==> src/rtl/rename_checkpoint_ctrl.sv <==
// Branch checkpoint controller for the rename stage.
// Holds a circular queue of checkpoints, each with a snapshot of the free-list
// head. Checkpoints are allocated in program order and retire in order once resolved.
// A mispredict on checkpoint K does three things:
//   - it restores the head snapshot of K,
//   - it squashes K and every younger checkpoint,
//   - it emits a one-cycle registered recovery pulse.
module rename_checkpoint_ctrl #(
    parameter int NUM_CP = 8,
    parameter int CP_LOG = 3,
    parameter int FL_LOG = 7
) (
    input  logic              clk,
    input  logic              reset,
    input  logic              stall_i,
    input  logic              recoverFlag_i,
    input  logic              allocReq_i,
    input  logic [FL_LOG-1:0] allocHead_i,
    output logic              allocGnt_o,
    output logic [CP_LOG-1:0] allocId_o,
    output logic              cpFull_o,
    input  logic              resolveValid_i,
    input  logic [CP_LOG-1:0] resolveId_i,
    input  logic              mispredict_i,
    output logic              flagRecoverEX_o,
    output logic              ctrlVerified_o,
    output logic [FL_LOG-1:0] freeListHeadCp_o,
    output logic [NUM_CP-1:0] squashMask_o,
    output logic [CP_LOG:0]   cpCount_o
);

    // Checkpoint storage and queue pointers
    logic [NUM_CP-1:0] valid_q, valid_d;
    logic [NUM_CP-1:0] resolved_q, resolved_d;
    logic [FL_LOG-1:0] head_q [NUM_CP];
    logic [FL_LOG-1:0] head_d [NUM_CP];
    logic [CP_LOG-1:0] oldest_q, oldest_d;
    logic [CP_LOG-1:0] tail_q, tail_d;
    logic [CP_LOG:0]   count_q, count_d;

    // Registered recovery outputs
    logic              flag_q, flag_d;
    logic [FL_LOG-1:0] fl_head_q, fl_head_d;
    logic [NUM_CP-1:0] mask_q, mask_d;

    // Decoded events for this cycle
    logic              cp_full;
    logic              id_valid;
    logic              mis_event;
    logic              correct_event;
    logic              retire_event;
    logic [CP_LOG-1:0] age_k;
    logic [CP_LOG-1:0] age [NUM_CP];
    logic [NUM_CP-1:0] squash;

    assign cp_full       = (count_q == (CP_LOG+1)'(NUM_CP));
    assign id_valid      = valid_q[resolveId_i];
    assign mis_event     = resolveValid_i & mispredict_i & id_valid;
    assign correct_event = resolveValid_i & ~mispredict_i & id_valid;
    assign age_k         = resolveId_i - oldest_q;

    // The oldest entry retires once it is resolved.
    // A correct resolution of the oldest entry in this same cycle also counts,
    // so that entry frees up on the very next edge.
    // A mispredict on the oldest entry squashes it instead of retiring it.
    assign retire_event  = valid_q[oldest_q]
                         & (resolved_q[oldest_q] | (correct_event & (resolveId_i == oldest_q)))
                         & ~(mis_event & (resolveId_i == oldest_q));

    // Age is the distance from the oldest entry.
    // K and everything at or beyond K's age are K itself or younger.
    generate
        for (genvar gi = 0; gi < NUM_CP; gi++) begin : g_age
            assign age[gi]    = CP_LOG'(gi) - oldest_q;
            assign squash[gi] = valid_q[gi] & (age[gi] >= age_k);
        end
    endgenerate

    assign allocGnt_o = allocReq_i & ~stall_i & ~cp_full & ~recoverFlag_i & ~mis_event;
    assign allocId_o  = tail_q;
    assign cpFull_o   = cp_full;
    assign cpCount_o  = count_q;

    assign flagRecoverEX_o  = flag_q;
    assign ctrlVerified_o   = flag_q;
    assign freeListHeadCp_o = fl_head_q;
    assign squashMask_o     = mask_q;

    // Next-state: flush has priority; otherwise alloc, resolve, retire and mispredict combine
    always_comb begin
        valid_d    = valid_q;
        resolved_d = resolved_q;
        head_d     = head_q;
        oldest_d   = oldest_q;
        tail_d     = tail_q;
        count_d    = count_q;
        flag_d     = 1'b0;
        fl_head_d  = '0;
        mask_d     = '0;

        if (recoverFlag_i) begin
            valid_d    = '0;
            resolved_d = '0;
            oldest_d   = '0;
            tail_d     = '0;
            count_d    = '0;
        end else begin
            if (allocGnt_o) begin
                valid_d[tail_q]    = 1'b1;
                resolved_d[tail_q] = 1'b0;
                head_d[tail_q]     = allocHead_i;
                tail_d             = tail_q + 1'b1;
            end
            if (correct_event) begin
                resolved_d[resolveId_i] = 1'b1;
            end
            if (retire_event) begin
                valid_d[oldest_q]    = 1'b0;
                resolved_d[oldest_q] = 1'b0;
                oldest_d             = oldest_q + 1'b1;
            end
            if (mis_event) begin
                valid_d    = valid_d & ~squash;
                resolved_d = resolved_d & ~squash;
                tail_d     = resolveId_i;
                count_d    = (CP_LOG+1)'(age_k) - (CP_LOG+1)'(retire_event);
                flag_d     = 1'b1;
                fl_head_d  = head_q[resolveId_i];
                mask_d     = squash;
            end else begin
                count_d = count_q + (CP_LOG+1)'(allocGnt_o) - (CP_LOG+1)'(retire_event);
            end
        end
    end

    // State and output registers with synchronous reset
    always_ff @(posedge clk) begin
        if (reset) begin
            valid_q    <= '0;
            resolved_q <= '0;
            for (int i = 0; i < NUM_CP; i++) begin
                head_q[i] <= '0;
            end
            oldest_q   <= '0;
            tail_q     <= '0;
            count_q    <= '0;
            flag_q     <= 1'b0;
            fl_head_q  <= '0;
            mask_q     <= '0;
        end else begin
            valid_q    <= valid_d;
            resolved_q <= resolved_d;
            head_q     <= head_d;
            oldest_q   <= oldest_d;
            tail_q     <= tail_d;
            count_q    <= count_d;
            flag_q     <= flag_d;
            fl_head_q  <= fl_head_d;
            mask_q     <= mask_d;
        end
    end

endmodule

==> config.mk <==
export PLATFORM = sky130hd
export DESIGN_NAME = rename_checkpoint_ctrl
export DESIGN_NICKNAME = d
export VERILOG_FILES = /design/src/rtl/rename_checkpoint_ctrl.sv
export SDC_FILE = /design/constraint.sdc
export NUM_CORES = 1
export LEC_CHECK = 0
export BUFFER_PORTS_ARGS = -buffer_cell sky130_fd_sc_hd__buf_2
export CORE_MARGIN = 2
export CORE_UTILIZATION = 33
export CTS_BUF_LIST = sky130_fd_sc_hd__clkbuf_16
export DETAILED_ROUTE_END_ITERATION = 8
export PLACE_DENSITY = 0.59
export REMOVE_ABC_BUFFERS = 1
export SYNTH_ARGS = -nofsm -noshare
export SYNTH_HDL_FRONTEND = slang
export SYNTH_SLANG_ARGS = --single-unit
==> constraint.sdc <==
create_clock -name clk -period 6.17 [get_ports clk]
set_input_delay 1.234 -clock clk [delete_from_list [all_inputs] [get_ports clk]]
set_output_delay 1.234 -clock clk [all_outputs]
set_load 0.005 [all_outputs]
; After elaboration in Yosys (flattened, before gate mapping)
; Cells that the tools add are included.
[classes]
add_sub_neg = 14
magnitude_cmp = 17
n_eq_ne = 2
muxes = 34
n_bitwise = 39
reduce_logical = 8
[ops]
columns = op, count
row1 = $mux W8, 12
row2 = $bwmux W56, 1
row3 = $and A8 B8 Y8, 5
row4 = $ge A3 B3 Y1, 8
row5 = $not A8 Y8, 3
row6 = $bmux W7 S3, 1
row7 = $demux W7 S3, 1
row8 = $mux W7, 3
row9 = $and A1 B1 Y1, 20
row10 = $or A8 B8 Y8, 2
row11 = $lt A3 B4 Y1 const B, 3
row12 = $sub A3 B3 Y3 const A, 4
row13 = $bmux W1 S3, 3
row14 = $demux W1 S3, 3
row15 = $ge A3 B1 Y1 const B, 3
row16 = $ge A4 B4 Y1 const B, 2
row17 = $not A3 Y4, 2
row18 = $mux W1, 7
row19 = $add A3 B1 Y3 const B, 2
row20 = $mux W3, 2
row21 = $not A1 Y1, 6
row22 = $sub A1 B3 Y3 const A, 2
row23 = $sub A2 B3 Y3 const A, 2
row24 = $add A4 B1 Y4, 1
row25 = other kinds (13), 16
[totals]
ff_bits = 98
inputBits = 17
out_inout_bits = 26
wordCells = 130

; Depth between registers and ports, before layout
; Gate-level depths: netlist of the first run.
[depth]
depth_word = 16
mapped_depth = 17
depth_no_buf = 15

; Least setup slack after synthesis of the first run
; OpenSTA, ideal clock, no wires.
[synth_timing]
kind = input port to flip-flop
from = in resolveId_i[0]
to = reg count_q[1] (netlist: cpCount_o[1])
t_arrival_ps = 4214
slack_ps = 1841
cell_stages = 16
path_cell_list = buf_4 > clkinv_1 > ha_1 > nand4_1 > o41a_1 > o2bb2ai_1 > nand2b_1 > buf_2 > inv_1 > ha_1 > inv_1 > ha_1 > inv_1 > fa_1 > nand2_1 > and3_1
[synth_between]
elab_chain_cells = 9
elab_cells_between_ends = 18
[synth_rtl]
columns = item, line
row1 = "start, declared", 23  ; input logic [CP_LOG-1:0] resolveId_i,
row2 = "parallel branches: the longest is 8 deep, another holds $add A4 B1 Y4", n/a
row3 = $mux W4 *, 122  ; if (mis_event) begin
row4 = "end signal, assigned", 156  ; count_q <= count_d;
row5 = "end, declared", 39  ; logic [CP_LOG:0] count_q, count_d;
; Mark *: on every way between the ends. The select of a mux whose other input is x is not followed.
; A chain may end at the register's enable or synchronous reset.

; Worst setup path in the final report of the first run
[layout_timing]
from = in resolveId_i[1]
to = reg count_q[2] (netlist: cpCount_o[2])
; Same word-level chain as after synthesis.

==> results_dict.tcl, run 1 <==
set metrics [dict create \
    synth_area_leader_cell "dfxtp_1" \
    antennaDiodeCount 0 \
    status "complete, no violations" \
    tightest_slew_ps 1060 \
    num_vias 4155 \
    htreeDepth 3 \
    cts_tree "done" \
    powerDensity_nw_per_um2 233 \
    async_flop_share_pct 0 \
    fmax_mhz 212 \
    regArea_um2 1960 \
    core_um2 15100 \
    drt_first_pass_iters 5 \
    grt.overflow.total 0 \
    hp-start "head_q[48]$_SDFFE_PP0P_" \
    netlist_top_cells_area "dfxtp_1 38%, mux2i_1 12%, ha_1 7.4%, nor2_1 5.9%, a21oi_1 3.8%" \
    multi_input_area_um2 2860 \
    seqPwrFrac_pct 47.6 \
    hpwlAfterDp_um 9600 \
    r2r-start "oldest_q[1]$_SDFFE_PP0N_" \
    critPathMaxFanout 16 \
    rows 45 \
    cts-buffers-inserted 9 \
    syn_area_um2 5100 \
    clock_power_share_pct 46.4 \
    p_leak_nw 2.52 \
    synth-seq-cells 98 \
    switchingPower_mw 0.319 \
    wl_um 13900 \
    ir_drop_mv 0.177 \
    arrival_ps 5000 \
    grt_max_degree 59 \
    postCtsSetupBuffers 0 \
    clock_tree.buffer_depth 2 \
    yosysTopAreaCellShare_pct 38.4 \
    area_delta_synth_final_pct 12.7 \
    netlist-cell-type-count 56 \
    grt_pass1_vias 4062 \
    grt_first_pass_wirelength_um 22300 \
    maxCapViolations 0 \
    startpoint "resolveId_i[1]" \
    drive_gt1_share_pct 15.6 \
    initial_utilization_pct 33.7 \
    fin_nets 629 \
    layout_commonest_cell "dfxtp_1" \
    synth_edf_count 0 \
    p_sw_share_pct 23.8 \
    cts.clk_slew.worst_paths_ps 70 \
    worstSkewPairLatency_ps 360 \
    die_h_um 128 \
    place.port_buffers 42 \
    setup_tns_ps 0 \
    cts_resized 0 \
    die_area_um2 16500 \
    p_int_mw 1.02 \
    p_comb_share_pct 6.0 \
    antenna_found_initial 0 \
    yosys_warnings 0 \
    hold_class "flop to flop" \
    cts_sinks 98 \
    hold_violations 0 \
    mostFrequentLayoutCells "98 x dfxtp_1, 80 x nor2_1, 62 x mux2i_1" \
    drv_slew 0 \
    hold_buffers 0 \
    syn_inst 559 \
    ant_nets 0 \
    crit_path_end_kind "flop" \
    drtIter0Drc 298 \
    wl_per_cell_um 18.0 \
    drcViolationCount 0 \
    crit_type "input port to flop" \
    timing.hold.ws_ps 477 \
    gp_congestion 0.897 \
    num-fill-cells 1513 \
    synth_top_flop_cell "dfxtp_1" \
    skew_ps 11.3 \
    slew_headroom_pct 29.1 \
    clock-root-buffer "clkbuf_16" \
    required_ps 6450 \
    ys_seq_area_share_pct 38.4 \
    ios 43 \
    vias_per_cell 5.38 \
    min_period_ps 4710 \
    avgSynthCellArea_um2 9.13 \
    rsz0062_at_grt "no" \
    crit_path_start_kind "input port" \
    period_share_pct 76.4 \
    setup_viol 0 \
    track_usage_pct 17.6 \
    die_w_um 128 \
]
-- cell type report --
cell class / instances / share of cell area, %
multi-input combinational: 393 / 49.7
sequential: 98 / 34.1
timing repair buffer: 49 / 4.57
tap: 188 / 4.09
clock buffer: 9 / 3.91
inverter: 29 / 1.89
clock inverter: 7 / 1.72
-- logic make-up after synthesis --
family	after synthesis	share of synthesized area (%)
XOR/XNOR	9	1.54
adder cells (fa/ha/maj)	32	8.14
multiplexers	74	15.8
AND/OR/NAND/NOR	163	15.0
buffers and inverters	68	5.78
AO/OA/AOI/OAI	115	15.4
flip-flops	98	38.4
-- Yosys cell counts (4+ instances only) --
cell type  number
inv_1          28
buf_1           4
buf_4           5
nand2b_1        4
ha_1           30
mux2_2          7
nand3_1        11
o221a_2         8
nor2_1         80
clkbuf_1       23
and3_1          8
xnor2_1         7
mux2i_1        62
a21oi_1        39
nor2b_1         5
o2bb2ai_1       4
nand2_1        33
mux4_2          4
buf_2           5
dfxtp_1        98
o211a_1         7
a221oi_1        4
o21ai_0        30
-- per-layer routing --
layer	global-route usage, %	wire [µm]	vias up
met5	0	0	-
met2	29.3	6570	122
met4	5.69	243	0
met1	22.7	6290	1996
li1	-	-	2018
met3	4.12	783	19
-- through the flow --
stage	total power [mW]	area, µm²	util, %	worst slack, ps	cells
6_report	1.34	5750	38.0	1460	773
5_1_grt	1.39	5750	38.0	1020	773
4_1_cts	1.35	5750	38.0	1560	773
3_5_place_dp	0.732	5430	35.8	1200	757
3_3_place_gp	0.729	5430	35.8	1340	757
2_1_floorplan	0.688	4920	-	2000	520
-- sequential cells by signal, indices dropped and copies added, names as in the netlist --
name              count
head_q               56
resolved_q            8
allocId_o             3
oldest_q              3
cpCount_o             4
freeListHeadCp_o      7
valid_q               8
ctrlVerified_o        1
squashMask_o          8
-- power groups by stage --
stage	Sequential (mW)	Clock, mW	Combinational, mW
finish	0.638	0.621	0.0801
global route	0.638	0.662	0.0884
CTS	0.638	0.632	0.0794
detailed placement	0.653	0	0.0791
global placement	0.652	0	0.0770
floorplan	0.652	0	0.0363
-- worst paths after layout --
path | endpoint | slack [ps] | cells past startpoint
hold reg to reg | head_q[48]$_SDFFE_PP0P_ | 480 | 2
setup / recovery | cpCount_o[2]$_SDFF_PP0_ | 1460 | 16
hold / removal | head_q[48]$_SDFFE_PP0P_ | 480 | 2
setup reg to reg | cpCount_o[2]$_SDFF_PP0_ | 2130 | 15
-- critical path, cell delays in order --
cell and delay [ps]:
buf_2 200, buf_4 250, nor2_1 390, a32o_2 310
o31ai_1 80, o2bb2ai_1 530, nand2b_1 550, inv_1 130
ha_1 290, inv_1 60, ha_1 150, inv_1 50
fa_1 380, xnor2_1 160, nand2_1 80, a21oi_1 140
(Power assumes the default switching activity.)
==> run 2, diff against run 1 <==
PLACE_DENSITY = 0.61   (was 0.59)
clock period = 4.3 ns   (was 6.17 ns; I/O delays follow)
==> run 2 against run 1 <==
Cell count grew 1.3%. Clock power up 32%. Count of clock-buffer cells in the layout unchanged.
==> results_dict.tcl, run 2 (synthesis gave the netlist of run 1 again) <==
set metrics [dict create \
    powerDensity_nw_per_um2 320 \
    antenna_found_initial 0 \
    track_usage_pct 18.0 \
    layout_commonest_cell "dfxtp_1" \
    top_register "head_q" \
    grt_pass1_vias 4199 \
    tightest_slew_ps 932 \
    worstSkewPairLatency_ps 360 \
    hold_class "flop to flop" \
    gp_congestion 0.871 \
    wl_um 14300 \
    hold_violations 0 \
    critPathMaxFanout 10 \
    largest_register_ffs 56 \
    cts-buffers-inserted 9 \
    mostFrequentLayoutCells "98 x dfxtp_1, 80 x nor2_1, 62 x mux2i_1" \
    setup_viol 0 \
    arrival_ps 3950 \
    ir_drop_mv 0.253 \
    cts_sinks 98 \
    rows 45 \
    timing.hold.ws_ps 477 \
    crit_path_end_kind "flop" \
    drv_slew 0 \
    fin_util_pct 38.3 \
    crit_path_start_kind "flop" \
    core_um2 15100 \
    startpoint "oldest_q[1]$_SDFFE_PP0N_" \
    skew_ps 10.7 \
    num_vias 4229 \
    crit_type "flop to flop" \
    p_leak_nw 2.56 \
    initial_utilization_pct 33.7 \
    setup_tns_ps 0 \
    vias_per_cell 5.40 \
    grt_first_pass_wirelength_um 22900 \
    die_h_um 128 \
    status "complete, no violations" \
    cp-endpoint "cpCount_o[2]$_SDFF_PP0_" \
    antennaDiodeCount 0 \
    postCtsSetupBuffers 0 \
    power_mw 1.85 \
    die_w_um 128 \
    preCtsSetupSlack_ps 335 \
    fin_nets 639 \
    grt_max_degree 57 \
    r2r-end "cpCount_o[2]$_SDFF_PP0_" \
    drcViolationCount 0 \
    drive_gt1_share_pct 16.8 \
    cts_tree "done" \
    place.port_buffers 42 \
    required_ps 4580 \
    rsz0062_at_grt "no" \
    ios 43 \
    drtIter0Drc 198 \
    wl_per_cell_um 18.3 \
    drt_first_pass_iters 5 \
    hold_buffers 0 \
    reg2reg_depth 15 \
    period_share_pct 85.5 \
    hpwlAfterDp_um 10100 \
    fmax_mhz 272 \
    ant_nets 0 \
    cts.clk_slew.worst_paths_ps 70 \
    die_area_um2 16500 \
    slew_headroom_pct 37.0 \
    area_delta_synth_final_pct 13.6 \
    clock_tree.buffer_depth 2 \
    r2r-start "oldest_q[1]$_SDFFE_PP0N_" \
    htreeDepth 3 \
    r2r_slack_ps 620 \
    grt.overflow.total 0 \
    cts_resized 0 \
    min_period_ps 3680 \
    finalWorstSetupSlack_ps 624 \
    maxCapViolations 0 \
    clock-root-buffer "clkbuf_16" \
]
[run 2: metrics by stage]
stage               instances  area, µm²
floorplan                 520       4920
global placement          767       5500
detailed placement        767       5500
CTS                       783       5800
global route              783       5800
finish                    783       5800
[run 2: routing by layer]
metal | up-vias | part of all wire (%) | track usage, %
met2 | 119 | 48 | 30.0
met1 | 2050 | 45 | 23.1
met5 | - | 0 | 0
li1 | 2038 | - | -
met4 | 0 | 2.4 | 6.85
met3 | 22 | 4.9 | 3.66
[run 2: worst min-delay path by stage]
stage	start	to	slack [ps]	depth (start not counted)
after floorplan	head_q[46]$_SDFFE_PP0P_	head_q[46]$_SDFFE_PP0P_	440	2
after global placement	head_q[48]$_SDFFE_PP0P_	head_q[48]$_SDFFE_PP0P_	460	2
final	head_q[46]$_SDFFE_PP0P_	head_q[46]$_SDFFE_PP0P_	480	2
after detailed placement	head_q[46]$_SDFFE_PP0P_	head_q[46]$_SDFFE_PP0P_	470	2
after CTS	head_q[46]$_SDFFE_PP0P_	head_q[46]$_SDFFE_PP0P_	480	2
after global routing	head_q[43]$_SDFFE_PP0P_	head_q[43]$_SDFFE_PP0P_	500	2
[run 2: final cells by class]
type / instances / area [µm²]
clock buffers: 9 / 225
fillers: 1508 / 9350
multi-input cells: 393 / 2860
clock inverters: 7 / 71.3
flip-flops and latches: 98 / 1960
repair buffers: 59 / 338
well taps: 188 / 235
inverters: 29 / 109
[run 2: where the power goes]
group          total (mW)  switching, mW  internal (mW)
sequential          0.915        0.00393          0.911
clock               0.818          0.367          0.451
combinational       0.122         0.0819         0.0399
total                1.85          0.452           1.40
[run 2: worst max-delay path, stage by stage, from the launching register on]
cell and delay [ps]:
dfxtp_1 620, inv_1 290, ha_1 350, nand4_1 130
o41a_1 390, o2bb2ai_1 270, nand2b_1 230, inv_1 80
ha_1 220, inv_1 50, ha_1 150, inv_1 60
fa_1 370, xnor2_1 160, nand2_1 70, a21oi_1 160
